[config.mk]
export PLATFORM = sky130hd
export DESIGN_NAME = uart_framed
export DESIGN_NICKNAME = d
export VERILOG_FILES = /design/src/rtl/uart_framed.sv
export SDC_FILE = /design/constraint.sdc
export NUM_CORES = 1
export LEC_CHECK = 0
export ABC_CLOCK_PERIOD_IN_PS = 2000
export CORE_MARGIN = 2
export CORE_UTILIZATION = 56
export CTS_CLUSTER_DIAMETER = 50
export CTS_CLUSTER_SIZE = 20
export DETAILED_ROUTE_END_ITERATION = 7
export PLACE_DENSITY = 0.77
export SLEW_MARGIN = 20
export SYNTH_ARGS = -nofsm -noshare
export SYNTH_HDL_FRONTEND = slang
export SYNTH_SLANG_ARGS = --single-unit
[constraint.sdc]
create_clock -name clk -period 2 [get_ports clk]
set_input_delay 0.4 -clock clk [delete_from_list [all_inputs] [get_ports clk]]
set_output_delay 0.4 -clock clk [all_outputs]
set_load 0.005 [all_outputs]
[src/rtl/uart_framed.sv]
// rtl/uart_framed.sv - framed UART with independent TX/RX engines.
// Define UART_FRAMED_RX_FIFO_EN to buffer RX words in a FIFO_DEPTH FIFO instead of one holding register.
module uart_framed #(
  parameter int CLOCKFRQ   = 240000000,
  parameter int BAUDRATE   = 3500000,
  parameter int OVERSAMPLE = 8,
  parameter int DATA_BITS  = 8,
  parameter int PARITY     = 0,
  parameter int STOP_BITS  = 1,
  parameter int FIFO_DEPTH = 4
) (
  input  logic                 clk,
  input  logic                 nRst,
  input  logic                 rx,
  output logic                 tx,
  input  logic                 tx_valid,
  output logic                 tx_ready,
  input  logic [DATA_BITS-1:0] tx_data,
  output logic                 rx_valid,
  input  logic                 rx_ready,
  output logic [DATA_BITS-1:0] rx_data,
  output logic                 rx_frame_err,
  output logic                 rx_parity_err,
  output logic                 rx_overrun,
  output logic                 tx_busy,
  output logic                 rx_busy
);
  localparam int DIV_RAW = CLOCKFRQ / (BAUDRATE * OVERSAMPLE);
  localparam int CLK_DIV = (DIV_RAW < 1) ? 1 : DIV_RAW;
  localparam int DW = $clog2(CLK_DIV + 1);
  localparam int TW = $clog2(OVERSAMPLE);
  localparam int BW = $clog2(DATA_BITS + 1);
  localparam logic ODD_PAR = (PARITY == 2);

  typedef enum logic [2:0] {TX_IDLE, TX_START, TX_DATA, TX_PAR, TX_STOP} tx_state_t;
  typedef enum logic [2:0] {RX_IDLE, RX_START, RX_DATA, RX_PAR, RX_STOP, RX_WAIT_HIGH} rx_state_t;

  tx_state_t tx_state, tx_state_n;
  logic [DW-1:0] tx_div;
  logic [TW-1:0] tx_tcnt;
  logic [BW-1:0] tx_bcnt;
  logic [DATA_BITS-1:0] tx_shift;
  logic tx_par, tx_line_n, rst_done, tx_tick, tx_bit_end;

  // tx_ready stays low for the first cycle out of reset.
  assign tx_ready   = rst_done && (tx_state == TX_IDLE);
  assign tx_busy    = (tx_state != TX_IDLE);
  assign tx_tick    = (tx_div == DW'(CLK_DIV - 1));
  assign tx_bit_end = tx_tick && (tx_tcnt == TW'(OVERSAMPLE - 1));

  always_comb begin
    tx_state_n = tx_state;
    tx_line_n  = tx;
    case (tx_state)
      TX_IDLE: if (tx_valid && tx_ready) begin
        tx_state_n = TX_START;
        tx_line_n  = 1'b0;
      end
      TX_START: if (tx_bit_end) begin
        tx_state_n = TX_DATA;
        tx_line_n  = tx_shift[0];
      end
      TX_DATA: if (tx_bit_end) begin
        if (tx_bcnt == BW'(DATA_BITS - 1)) begin
          tx_state_n = (PARITY != 0) ? TX_PAR : TX_STOP;
          tx_line_n  = (PARITY != 0) ? tx_par : 1'b1;
        end else begin
          tx_line_n = tx_shift[1];
        end
      end
      TX_PAR: if (tx_bit_end) begin
        tx_state_n = TX_STOP;
        tx_line_n  = 1'b1;
      end
      TX_STOP: if (tx_bit_end && tx_bcnt == BW'(STOP_BITS - 1)) tx_state_n = TX_IDLE;
      default: tx_state_n = TX_IDLE;
    endcase
  end

  always_ff @(posedge clk) begin
    if (!nRst) begin
      tx_state <= TX_IDLE;
      tx       <= 1'b1;
      rst_done <= 1'b0;
      tx_div   <= '0;
      tx_tcnt  <= '0;
      tx_bcnt  <= '0;
      tx_shift <= '0;
      tx_par   <= 1'b0;
    end else begin
      tx_state <= tx_state_n;
      tx       <= tx_line_n;
      rst_done <= 1'b1;
      if (tx_valid && tx_ready) begin
        tx_shift <= tx_data;
        tx_par   <= ^tx_data ^ ODD_PAR;
        tx_div   <= '0;
        tx_tcnt  <= '0;
        tx_bcnt  <= '0;
      end else if (tx_state != TX_IDLE) begin
        tx_div <= tx_tick ? '0 : tx_div + 1'b1;
        if (tx_tick) tx_tcnt <= (tx_tcnt == TW'(OVERSAMPLE - 1)) ? '0 : tx_tcnt + 1'b1;
        if (tx_bit_end) begin
          tx_bcnt <= (tx_state_n != tx_state) ? '0 : tx_bcnt + 1'b1;
          if (tx_state == TX_DATA) tx_shift <= tx_shift >> 1;
        end
      end
    end
  end

  rx_state_t rx_state, rx_state_n;
  logic rx_meta, rx_sync, rx_tick, rx_samp, rx_par_bad, rx_push;
  logic [DW-1:0] rx_div;
  logic [TW-1:0] rx_tcnt, rx_limit;
  logic [BW-1:0] rx_bcnt;
  logic [DATA_BITS-1:0] rx_shift;

  // Start bit is confirmed at mid-bit; every later sample is a full bit after the previous one.
  assign rx_limit = (rx_state == RX_START) ? TW'(OVERSAMPLE / 2 - 1) : TW'(OVERSAMPLE - 1);
  assign rx_tick  = (rx_div == DW'(CLK_DIV - 1));
  assign rx_samp  = rx_tick && (rx_tcnt == rx_limit);
  assign rx_busy  = (rx_state != RX_IDLE);
  assign rx_push       = (rx_state == RX_STOP) && rx_samp && rx_sync && !rx_par_bad;
  assign rx_frame_err  = (rx_state == RX_STOP) && rx_samp && !rx_sync;
  assign rx_parity_err = (rx_state == RX_STOP) && rx_samp && rx_sync && rx_par_bad;

  always_comb begin
    rx_state_n = rx_state;
    case (rx_state)
      RX_IDLE:      if (!rx_sync) rx_state_n = RX_START;
      RX_START:     if (rx_samp) rx_state_n = rx_sync ? RX_IDLE : RX_DATA;
      RX_DATA:      if (rx_samp && rx_bcnt == BW'(DATA_BITS - 1))
                      rx_state_n = (PARITY != 0) ? RX_PAR : RX_STOP;
      RX_PAR:       if (rx_samp) rx_state_n = RX_STOP;
      RX_STOP:      if (rx_samp) rx_state_n = rx_sync ? RX_IDLE : RX_WAIT_HIGH;
      RX_WAIT_HIGH: if (rx_sync) rx_state_n = RX_IDLE;
      default:      rx_state_n = RX_IDLE;
    endcase
  end

  always_ff @(posedge clk) begin
    if (!nRst) begin
      rx_meta    <= 1'b1;
      rx_sync    <= 1'b1;
      rx_state   <= RX_IDLE;
      rx_div     <= '0;
      rx_tcnt    <= '0;
      rx_bcnt    <= '0;
      rx_shift   <= '0;
      rx_par_bad <= 1'b0;
    end else begin
      rx_meta  <= rx;
      rx_sync  <= rx_meta;
      rx_state <= rx_state_n;
      if (rx_state == RX_IDLE) begin
        rx_div     <= '0;
        rx_tcnt    <= '0;
        rx_bcnt    <= '0;
        rx_par_bad <= 1'b0;
      end else begin
        rx_div <= rx_tick ? '0 : rx_div + 1'b1;
        if (rx_tick) rx_tcnt <= rx_samp ? '0 : rx_tcnt + 1'b1;
        if (rx_samp && rx_state == RX_DATA) begin
          rx_shift <= {rx_sync, rx_shift[DATA_BITS-1:1]};
          rx_bcnt  <= (rx_state_n != rx_state) ? '0 : rx_bcnt + 1'b1;
        end
        if (rx_samp && rx_state == RX_PAR) rx_par_bad <= ((^rx_shift) ^ rx_sync) != ODD_PAR;
      end
    end
  end

  logic do_pop, do_push;
  assign do_pop = rx_valid && rx_ready;

`ifdef UART_FRAMED_RX_FIFO_EN
  localparam int AW = $clog2(FIFO_DEPTH);
  logic [DATA_BITS-1:0] mem [FIFO_DEPTH];
  logic [AW-1:0] rd_ptr, wr_ptr, rd_next;
  logic [AW:0] count, remain;

  assign do_push = rx_push && ((count != (AW+1)'(FIFO_DEPTH)) || do_pop);
  assign rd_next = rd_ptr + AW'(do_pop);
  assign remain  = count - (AW+1)'(do_pop);

  always_ff @(posedge clk) begin
    if (do_push) mem[wr_ptr] <= rx_shift;
  end

  // rx_data is pre-loaded with the next head so it stays a plain register output.
  always_ff @(posedge clk) begin
    if (!nRst) begin
      rd_ptr     <= '0;
      wr_ptr     <= '0;
      count      <= '0;
      rx_valid   <= 1'b0;
      rx_data    <= '0;
      rx_overrun <= 1'b0;
    end else begin
      if (do_push) wr_ptr <= wr_ptr + 1'b1;
      rd_ptr     <= rd_next;
      count      <= remain + (AW+1)'(do_push);
      rx_valid   <= (remain != '0) || do_push;
      rx_overrun <= rx_push && !do_push;
      if (remain != '0) rx_data <= mem[rd_next];
      else if (do_push) rx_data <= rx_shift;
    end
  end
`else
  localparam int unused_fifo_depth = FIFO_DEPTH;

  assign do_push = rx_push && (!rx_valid || do_pop);

  always_ff @(posedge clk) begin
    if (!nRst) begin
      rx_valid   <= 1'b0;
      rx_data    <= '0;
      rx_overrun <= 1'b0;
    end else begin
      rx_overrun <= rx_push && !do_push;
      if (do_push) begin
        rx_valid <= 1'b1;
        rx_data  <= rx_shift;
      end else if (do_pop) begin
        rx_valid <= 1'b0;
      end
    end
  end
`endif
endmodule

# [After elaboration in Yosys (flattened, before gate mapping)]
# Index checks and enable logic that the tools add are counted.
[classes] n_addsub=6 eq_ne=21 mux=35 n_bitwise=3 reduce_logical=40
[op_table] operator="3-bit 2-to-1 mux" count=16
[op_table] operator="8-bit 2-to-1 mux" count=4
[op_table] operator="3-bit case mux with 6 select lines" count=1
[op_table] operator="4-bit by 1-bit adder with 4-bit output (second input constant)" count=4
[op_table] operator="4-bit by 3-bit == test with 1-bit output (second input constant)" count=4
[op_table] operator="1-bit logical AND" count=16
[op_table] operator="3-bit case mux with 5 select lines" count=1
[op_table] operator="3-bit by 2-bit == test with 1-bit output (second input constant)" count=4
[op_table] operator="3-bit == test (second input constant)" count=4
[op_table] operator="4-bit 2-to-1 mux" count=3
[op_table] operator="1-bit 2-to-1 mux" count=8
[op_table] operator="2-bit nonzero test" count=4
[op_table] operator="8-bit XOR reduction" count=1
[op_table] operator="3-bit by 1-bit adder with 3-bit output (second input constant)" count=2
[op_table] operator="3-bit by 1-bit == test with 1-bit output (second input constant)" count=2
[op_table] operator="3-bit logical NOT" count=2
[op_table] operator="2-bit != test (second input constant)" count=3
[op_table] operator="3-bit != test" count=2
[op_table] operator="2-bit AND reduction" count=3
[op_table] operator="3-bit nonzero test" count=2
[op_table] operator="5-bit AND reduction" count=1
[op_table] operator="1-bit logical NOT" count=4
[op_table] operator="4-bit logical NOT" count=1
[op_table] operator="1-bit case mux with 4 select lines" count=1
[op_table] operator="other kinds (10)" count=12
[totals] reg_bits=59 in_bits=13 output_inout_bits=16 word_cells=123

# [Depth between registers and ports, before layout]
# Gate-level depths: netlist of run 1.
[logic_depth] depth_word=10 ltp_mapped=7 depth_no_buf=6

# [Worst setup path after synthesis of run 1]
# OpenSTA, ideal clock, no wires.
[synth_path] kind="flip-flop to output port" from="register rx_div[0]" to="output port rx_parity_err" t_arrival_ns=1.334 t_required_ns=1.600 setup_slack_ns=0.266 path_stages_with_launch=7 path_cell_list="dfxtp_1 > ha_1 > and4b_1 > buf_4 > nand4_1 > clkbuf_1 > nor2_1"
[synth_between] elab_chain_len=5
[synth_lines] element="start, declared" line="113" text="logic [DW-1:0] rx_div;"
[synth_lines] element="start signal, assigned" line="161" text="rx_div <= rx_tick ? '0 : rx_div + 1'b1;"
[synth_lines] element="4-bit by 3-bit == test with 1-bit output" line="120" text="assign rx_tick = (rx_div == DW'(CLK_DIV - 1));"
[synth_lines] element="1-bit logical AND" line="121" text="assign rx_samp = rx_tick && (rx_tcnt == rx_limit);"
[synth_lines] element="1-bit logical AND (3 in a row)" line="125" text="assign rx_parity_err = (rx_state == RX_STOP) && rx_samp && rx_sync && rx_par_bad;"
[synth_lines] element="end, declared" line="23" text="output logic rx_parity_err,"
# Every way passes these cells.

# [Worst setup path in the final report of run 1]
[layout_path] from="register rx_tcnt[0]" to="output port rx_parity_err"
[layout_between] elab_chain_len=5
[layout_lines] element="start, declared" line="114" text="logic [TW-1:0] rx_tcnt, rx_limit;"
[layout_lines] element="start signal, assigned" line="162" text="if (rx_tick) rx_tcnt <= rx_samp ? '0 : rx_tcnt + 1'b1;"
[layout_lines] element="3-bit == test" line="121"
[layout_lines] element="1-bit logical AND" line="121"
[layout_lines] element="1-bit logical AND (3 in a row)" line="125"
# Every way passes these cells.

==> run_results.csv, run 1 <==
group,metric,value,unit
setup_path,critical_path_depth,6,
place,place_congestion,0.9258,
worst_hold_path,min_from,"rx_meta",
setup_path,startpoint_type,"flop",
synthesis,ys_seq_elements,59,
finish,syn2layout_area_growth,25.68,%
synthesis,synth_edf_count,0,
clock_tree,cts_buffers,9,
clock_tree,tritoncts,"built",
timing,maxSlewViolCount,0,
detailed_routing,wl_per_cell,13.98,um
setup_path,rr_worst_depth,8,
detailed_routing,dr.first_iter.drc_count,168,
place,dp_hpwl,4423,um
worst_hold_path,hold_depth,1,
power_and_ir_drop,cellLeakagePower,0.001326,uW
worst_hold_path,min_path_type,"reg2reg",
run,max-cap-violations,0,
synthesis,syn_avg_cell_area,8.413,um^2
die,die_area,5759,um^2
finish,diodes,0,
synthesis,ys.flop_type,"dfxtp_1",
timing,layout_min_cycle_time,1.980,ns
timing,max_clock_freq,505.0,MHz
timing,hold_viol,0,
timing,worstMarginPinSlew,0.4883,ns
place,dp.cells,443,
synthesis,ys_warn_count,0,
setup_path,crit_family,"simple AND/OR/NAND/NOR gates",
clock_tree,cts_root_buf,"clkbuf_8",
finish,drive_above_1_share,0.1793,
global_routing,globalRouteOverflowTotal,0,
die,floorplan.rows,26,
power_and_ir_drop,powerDensity,699.7,nW/um^2
detailed_routing,drc,0,
die,core,5042,um^2
power_and_ir_drop,total_power,2545,uW
finish,finalNonFillerCells,466,
detailed_routing,drt_pre_antenna_iters,4,
die,io_pins,29,
clock_tree,cts_buffer_depth,2,
synthesis,syn_nets,365,
clock_tree,clock_latency,0.34,ns
clock_tree,clock_sinks,59,
synthesis,synth_area_leaders,"dfxtp_1, nand2_1, a21oi_1",
global_routing,grt_max_degree,30,
die,start_util,0.5739,
detailed_routing,routed_wl,6515,um
setup_path,crit_chain,"ha_2, and4b_1, buf_4, nand4_1, nor2_1, buf_2",
setup_path,cp.arrival,1.58,ns
synthesis,yosys.cell_types.count,56,
synthesis,synth.largest_area_cell,"dfxtp_1",
finish,final.fill_count,414,
setup_path,path_max_fanout,2,
die,die_w,75.89,um
detailed_routing,drtAntennaViolNets,0,
synthesis,ys_seq_area_frac,0.4081,
synthesis,synth_top_area_frac,0.4081,
global_routing,antenna_found_initial,0,
synthesis,synthArstFlopShare,0,
detailed_routing,vias,2642,
die,die_h,75.89,um
finish,ff_latch_area,1190,um^2
timing,rsz0062_at_grt,"yes",
timing,period_share,0.9901,
setup_path,startpoint,"rx_tcnt[0]",
timing,setup_violations,0,
setup_path,slowest_delay,0.33,ns
timing,timing.slew.headroom,0.6735,
setup_path,endpoint_kind,"output port",
finish,nNetsFinal,412,
setup_path,rr_startpoint,"rx_tcnt[0]",
setup_path,path_class,"reg2out",
clock_tree,cts_max_level,3,
clock_tree,clk_pin_slew,0.06,ns
synthesis,synthesis.instances,344,
detailed_routing,via_per_inst,5.670,
setup_path,worstPathRequired,1.60,ns
setup_path,slowest_stage,"dfxtp_2",
place,port_buffers,28,
setup_path,cp.buffers_inverters,2,
global_routing,grt_usage,0.2483,
global_routing,first_global_vias,2342,
synthesis,netlist_area,2894,um^2
power_and_ir_drop,vdd_ir_drop_max,0.6125,mV
timing,skew,0.007044,ns
finish,multi_input_area,1595,um^2
global_routing,grt_first_pass_wirelength,10750,um
outcome,outcome,"finished clean",
==> path summary, 6_finish.rpt <==
path                         to  slack [ns]
setup / recovery  rx_parity_err        0.02
setup reg to reg     rx_bcnt[3]        0.17
hold / removal          rx_sync        0.42
hold reg to reg         rx_sync        0.42
==> stage by stage <==
stage	setup TNS [ns]	utilization	instance area, um^2	setup slack (ns)	hold WS, ns
detailed placement	0	0.6615	3336	0.007686	0.4020
global route	-0.09882	0.7213	3637	-0.09129	0.4489
floorplan	0	-	2894	0.2658	0.3863
finish	0	0.7213	3637	0.01977	0.4223
global placement	0	0.6615	3336	0.03927	0.3886
CTS	-0.01825	0.7114	3587	-0.01825	0.4194
==> cells in the mapped netlist, types with 4 or more instances <==
library cell and count:
a311oi_1 4, or3_1 4, o31ai_1 8, inv_1 8, xnor2_1 5, nand2_1 53
nand4_1 11, a21oi_1 36, o21ai_0 12, nand2b_1 5, ha_1 8, nand3_1 16
o211ai_1 5, nor3b_1 6, dfxtp_1 59, buf_2 7, nor2_1 27, clkbuf_1 12
==> state kept, by name, indices dropped and copies added (netlist names) <==
| signal | count |
|---|---|
| rx_data | 8 |
| rx_shift | 8 |
| tx_shift | 8 |
| rx_bcnt | 4 |
| rx_div | 4 |
| tx_bcnt | 4 |
| tx_div | 4 |
| rx_state | 3 |
| rx_tcnt | 3 |
| tx_state | 3 |
| tx_tcnt | 3 |
| rst_done | 1 |
| rx_meta | 1 |
| rx_overrun | 1 |
| rx_par_bad | 1 |
| rx_sync | 1 |
| rx_valid | 1 |
| tx | 1 |
==> cells in the final DEF, fill, tap and decap left out, types with 6 or more instances in the layout <==
cell             count
dfxtp_1             54
nand2_1             53
a21oi_1             36
buf_4               30
nor2_1              27
clkdlybuf4s50_1     24
nand3_1             16
o21ai_0             12
nand4_1             11
clkbuf_8             9
inv_1                8
o31ai_1              8
ha_1                 6
==> routing by layer <==
| layer | track usage | share of wire |
|---|---|---|
| met5 | 0 | 0 |
| met4 | 0.1033 | 0.017 |
| met3 | 0.05688 | 0.054 |
| met2 | 0.3831 | 0.48 |
| met1 | 0.3344 | 0.45 |
==> cells by family (layout without fill, tap and decap cells) <==
group,after synthesis,in the layout,synth area share
flops,59,59,0.4081
compound gates,84,84,0.1967
simple gates,151,151,0.2737
xor+xnor,9,9,0.03718
fa+ha+maj,8,8,0.03459
buf+inv,33,85,0.04972
==> what timing repair did <==
item	CTS	global route
setup endpoints to repair	5	14
gates resized for setup	15	7
hold buffers	0	0
setup buffers	4	3
pin swaps	3	6
==> power breakdown <==
part,switching [uW],internal (uW)
Combinational,93.4,88.3
Sequential,14.5,1200
Clock,461,692
==> layout make-up <==
class | instances | share of cell area
inverters | 10 | 0.01101
flip-flops and latches | 59 | 0.3271
well taps | 70 | 0.02408
clock buffers | 10 | 0.03509
clock inverters | 6 | 0.02202
repair buffers | 59 | 0.1421
multi-input cells | 252 | 0.4386
Note: power is estimated with default switching activity, not from simulation.
==> run 2: changes to the inputs <==
--- a/config.mk
+++ b/config.mk
@@ -6,7 +6,7 @@
 export NUM_CORES = 1
 export LEC_CHECK = 0
 export ABC_CLOCK_PERIOD_IN_PS = 2000
-export CORE_MARGIN = 2
+export CORE_MARGIN = 5
 export CORE_UTILIZATION = 56
 export CTS_CLUSTER_DIAMETER = 50
 export CTS_CLUSTER_SIZE = 20
==> run 2 against run 1 <==
  * The run now ends with negative setup slack left
  * Hold slack worse by 0.011 ns
  * Via count up 0.45%
  * Critical path depth unchanged
  * Core utilization increased by 0.080 points
  * Final area up 0.76%
  * Non-clock buffer count unchanged
  * First-iteration DRC count is 13% lower
  * Sequential share of layout area decreased by 0.31 points
  * Highest routed layer unchanged
==> run_results.csv, run 2 (synthesis results as in run 1) <==
group,metric,value,unit
die,die_h,81.89,um
die,start_util,0.5703,
finish,syn2layout_area_growth,26.63,%
timing,worst_slack,-0.02982,ns
setup_path,crit_chain,"ha_1, and4b_1, buf_4, nand4_1, nor2_1, buf_2",
setup_path,endpoint_kind,"output port",
setup_path,r2r-end,"rx_bcnt[3]",
power_and_ir_drop,p_int,2140,uW
detailed_routing,via_per_inst,5.695,
clock_tree,tritoncts,"built",
timing,maxSlewViolCount,0,
setup_path,critical_path_depth,6,
power_and_ir_drop,vdd_ir_drop_max,0.5000,mV
worst_hold_path,hold_depth,1,
clock_tree,clk_pin_slew,0.06,ns
setup_path,startpoint_type,"flop",
detailed_routing,wl_per_cell,13.83,um
setup_path,cp.arrival,1.63,ns
finish,diodes,0,
outcome,violations,"negative setup slack",
finish,finalNonFillerCells,466,
setup_path,rr_worst_depth,8,
finish,nNetsFinal,412,
die,die_w,81.89,um
global_routing,globalRouteOverflowTotal,0,
setup_path,r2r_slack,0.08,ns
detailed_routing,dr.first_iter.drc_count,147,
finish,top_regs,"rx_data (8), rx_shift (8), tx_shift (8)",
power_and_ir_drop,powerDensity,739.4,nW/um^2
power_and_ir_drop,seqPwrFrac,0.447,
place,place_congestion,0.8645,
detailed_routing,drtAntennaViolNets,0,
worst_hold_path,min_path_type,"reg2reg",
clock_tree,hold_buffers,0,
die,core,5075,um^2
clock_tree,cts_buffer_depth,2,
die,io_pins,29,
finish,drive_above_1_share,0.1768,
timing,rsz0062_at_grt,"yes",
place,dp_hpwl,4439,um
detailed_routing,drt_pre_antenna_iters,4,
die,floorplan.rows,26,
setup_path,slowest_delay,0.33,ns
setup_path,cp.buffers_inverters,2,
timing,max_clock_freq,492.7,MHz
run,max-cap-violations,0,
global_routing,grt_max_degree,30,
timing,setup_tns,-0.02982,ns
setup_path,rr_startpoint,"rx_tcnt[0]",
global_routing,grt_usage,0.2149,
power_and_ir_drop,p_clk_frac,0.488,
timing,layout_min_cycle_time,2.030,ns
timing,period_share,1.015,
setup_path,slowest_stage,"dfxtp_2",
clock_tree,cts_root_buf,"clkbuf_8",
place,port_buffers,28,
timing,setup_violations,1,
clock_tree,clock_sinks,59,
die,die_area,6706,um^2
power_and_ir_drop,switching_share,0.2103,
detailed_routing,drc,0,
finish,final.fill_count,404,
detailed_routing,routed_wl,6445,um
outcome,outcome,"finished, violations left",
setup_path,crit_family,"simple AND/OR/NAND/NOR gates",
setup_path,path_class,"reg2out",
timing,timing.slew.headroom,0.6674,
global_routing,first_global_vias,2468,
global_routing,antenna_found_initial,0,
power_and_ir_drop,p_sw,569.9,uW
finish,final_common_cell,"dfxtp_1",
clock_tree,clock_latency,0.34,ns
power_and_ir_drop,cellLeakagePower,0.001346,uW
clock_tree,cts_max_level,3,
place,dp.cells,443,
setup_path,path_max_fanout,2,
power_and_ir_drop,p_comb_frac,0.065,
setup_path,worstPathRequired,1.60,ns
global_routing,grt_first_pass_wirelength,11080,um
clock_tree,cts_buffers,9,
worst_hold_path,min_from,"rx_meta",
detailed_routing,vias,2654,
place,dp_slack,0.03433,ns
timing,skew,0.007030,ns
finish,layout.cells.most_common_list,"dfxtp_1, nand2_1, a21oi_1",
timing,worstMarginPinSlew,0.4973,ns
worst_hold_path,whs_endpoint,"rx_sync",
timing,hold_viol,0,
[run 2: worst reg2reg max path: cells and delay by family (launching register included)]
family	cells	cell delay [ns]
and+or+nand+nor	3	0.89
buffers and inverters	3	0.34
DFF	1	0.33
adders and majority gates	1	0.16
AOI/OAI and AO/OA	1	0.14
[run 2: layout make-up]
cell class	count	area, um^2	share of cell area
clock buffer	11	141.4	0.03858
clock inverter	5	100.1	0.02731
inverter	10	37.54	0.01024
multi-input combinational	252	1594	0.4350
sequential	59	1187	0.3240
tap	70	87.58	0.02390
timing repair buffer	59	516.7	0.1410
[run 2: how the worst max path moves through the flow]
| stage | startpoint | end | slack (ns) |
|---|---|---|---|
| after floorplan | rx_div[0] | rx_parity_err | 0.27 |
| after global placement | rx_tcnt[0] | rx_frame_err | 0.03 |
| after detailed placement | rx_tcnt[0] | rx_parity_err | 0.03 |
| after CTS | rx_div[0] | rx_parity_err | -0.01 |
| after global routing | rx_tcnt[1] | rx_parity_err | -0.10 |
| final | rx_tcnt[0] | rx_parity_err | -0.03 |
[run 2: repair_timing]
action | in CTS | in global routing
gates cloned | 0 | 0
buffers inserted | 3 | 4
endpoints found under the setup margin | 5 | 11
pin swaps | 3 | 5
gates resized for setup | 11 | 8
[run 2: metal layers]
layer,GRT usage,routed length [um],up-vias
met1,0.2673,2956,1256
met2,0.3433,3074,51
met3,0.04825,254,14
met5,0,0,-
li1,-,-,1333
met4,0.1179,160,0
[run 2: power groups by stage]
stage          registers (uW)  clock network (uW)  logic [uW]
6_report                 1210                1320         176
3_5_place_dp             1240                   0         162
3_3_place_gp             1240                   0         159
4_1_cts                  1210                1340         166
2_1_floorplan            1230                   0         100
5_1_grt                  1210                1400         197
[run 2: metrics by stage]
step / area (um^2) / power [uW] / hold WS, ns / util
floorplan: 2894 / 1333 / 0.3863 / -
global placement: 3336 / 1395 / 0.3899 / 0.6573
detailed placement: 3336 / 1398 / 0.4019 / 0.6573
CTS: 3607 / 2712 / 0.4181 / 0.7108
global route: 3665 / 2811 / 0.4431 / 0.7221
finish: 3665 / 2710 / 0.4117 / 0.7221
==> run 3: changes to the inputs <==
--- a/config.mk
+++ b/config.mk
@@ -6,6 +6,7 @@
 export NUM_CORES = 1
 export LEC_CHECK = 0
 export ABC_CLOCK_PERIOD_IN_PS = 2000
+export CAP_MARGIN = 30
 export CORE_MARGIN = 5
 export CORE_UTILIZATION = 56
 export CTS_CLUSTER_DIAMETER = 50
==> results of run 3 <==
No change in the layout: final DEF, timing and power equal those of run 2.
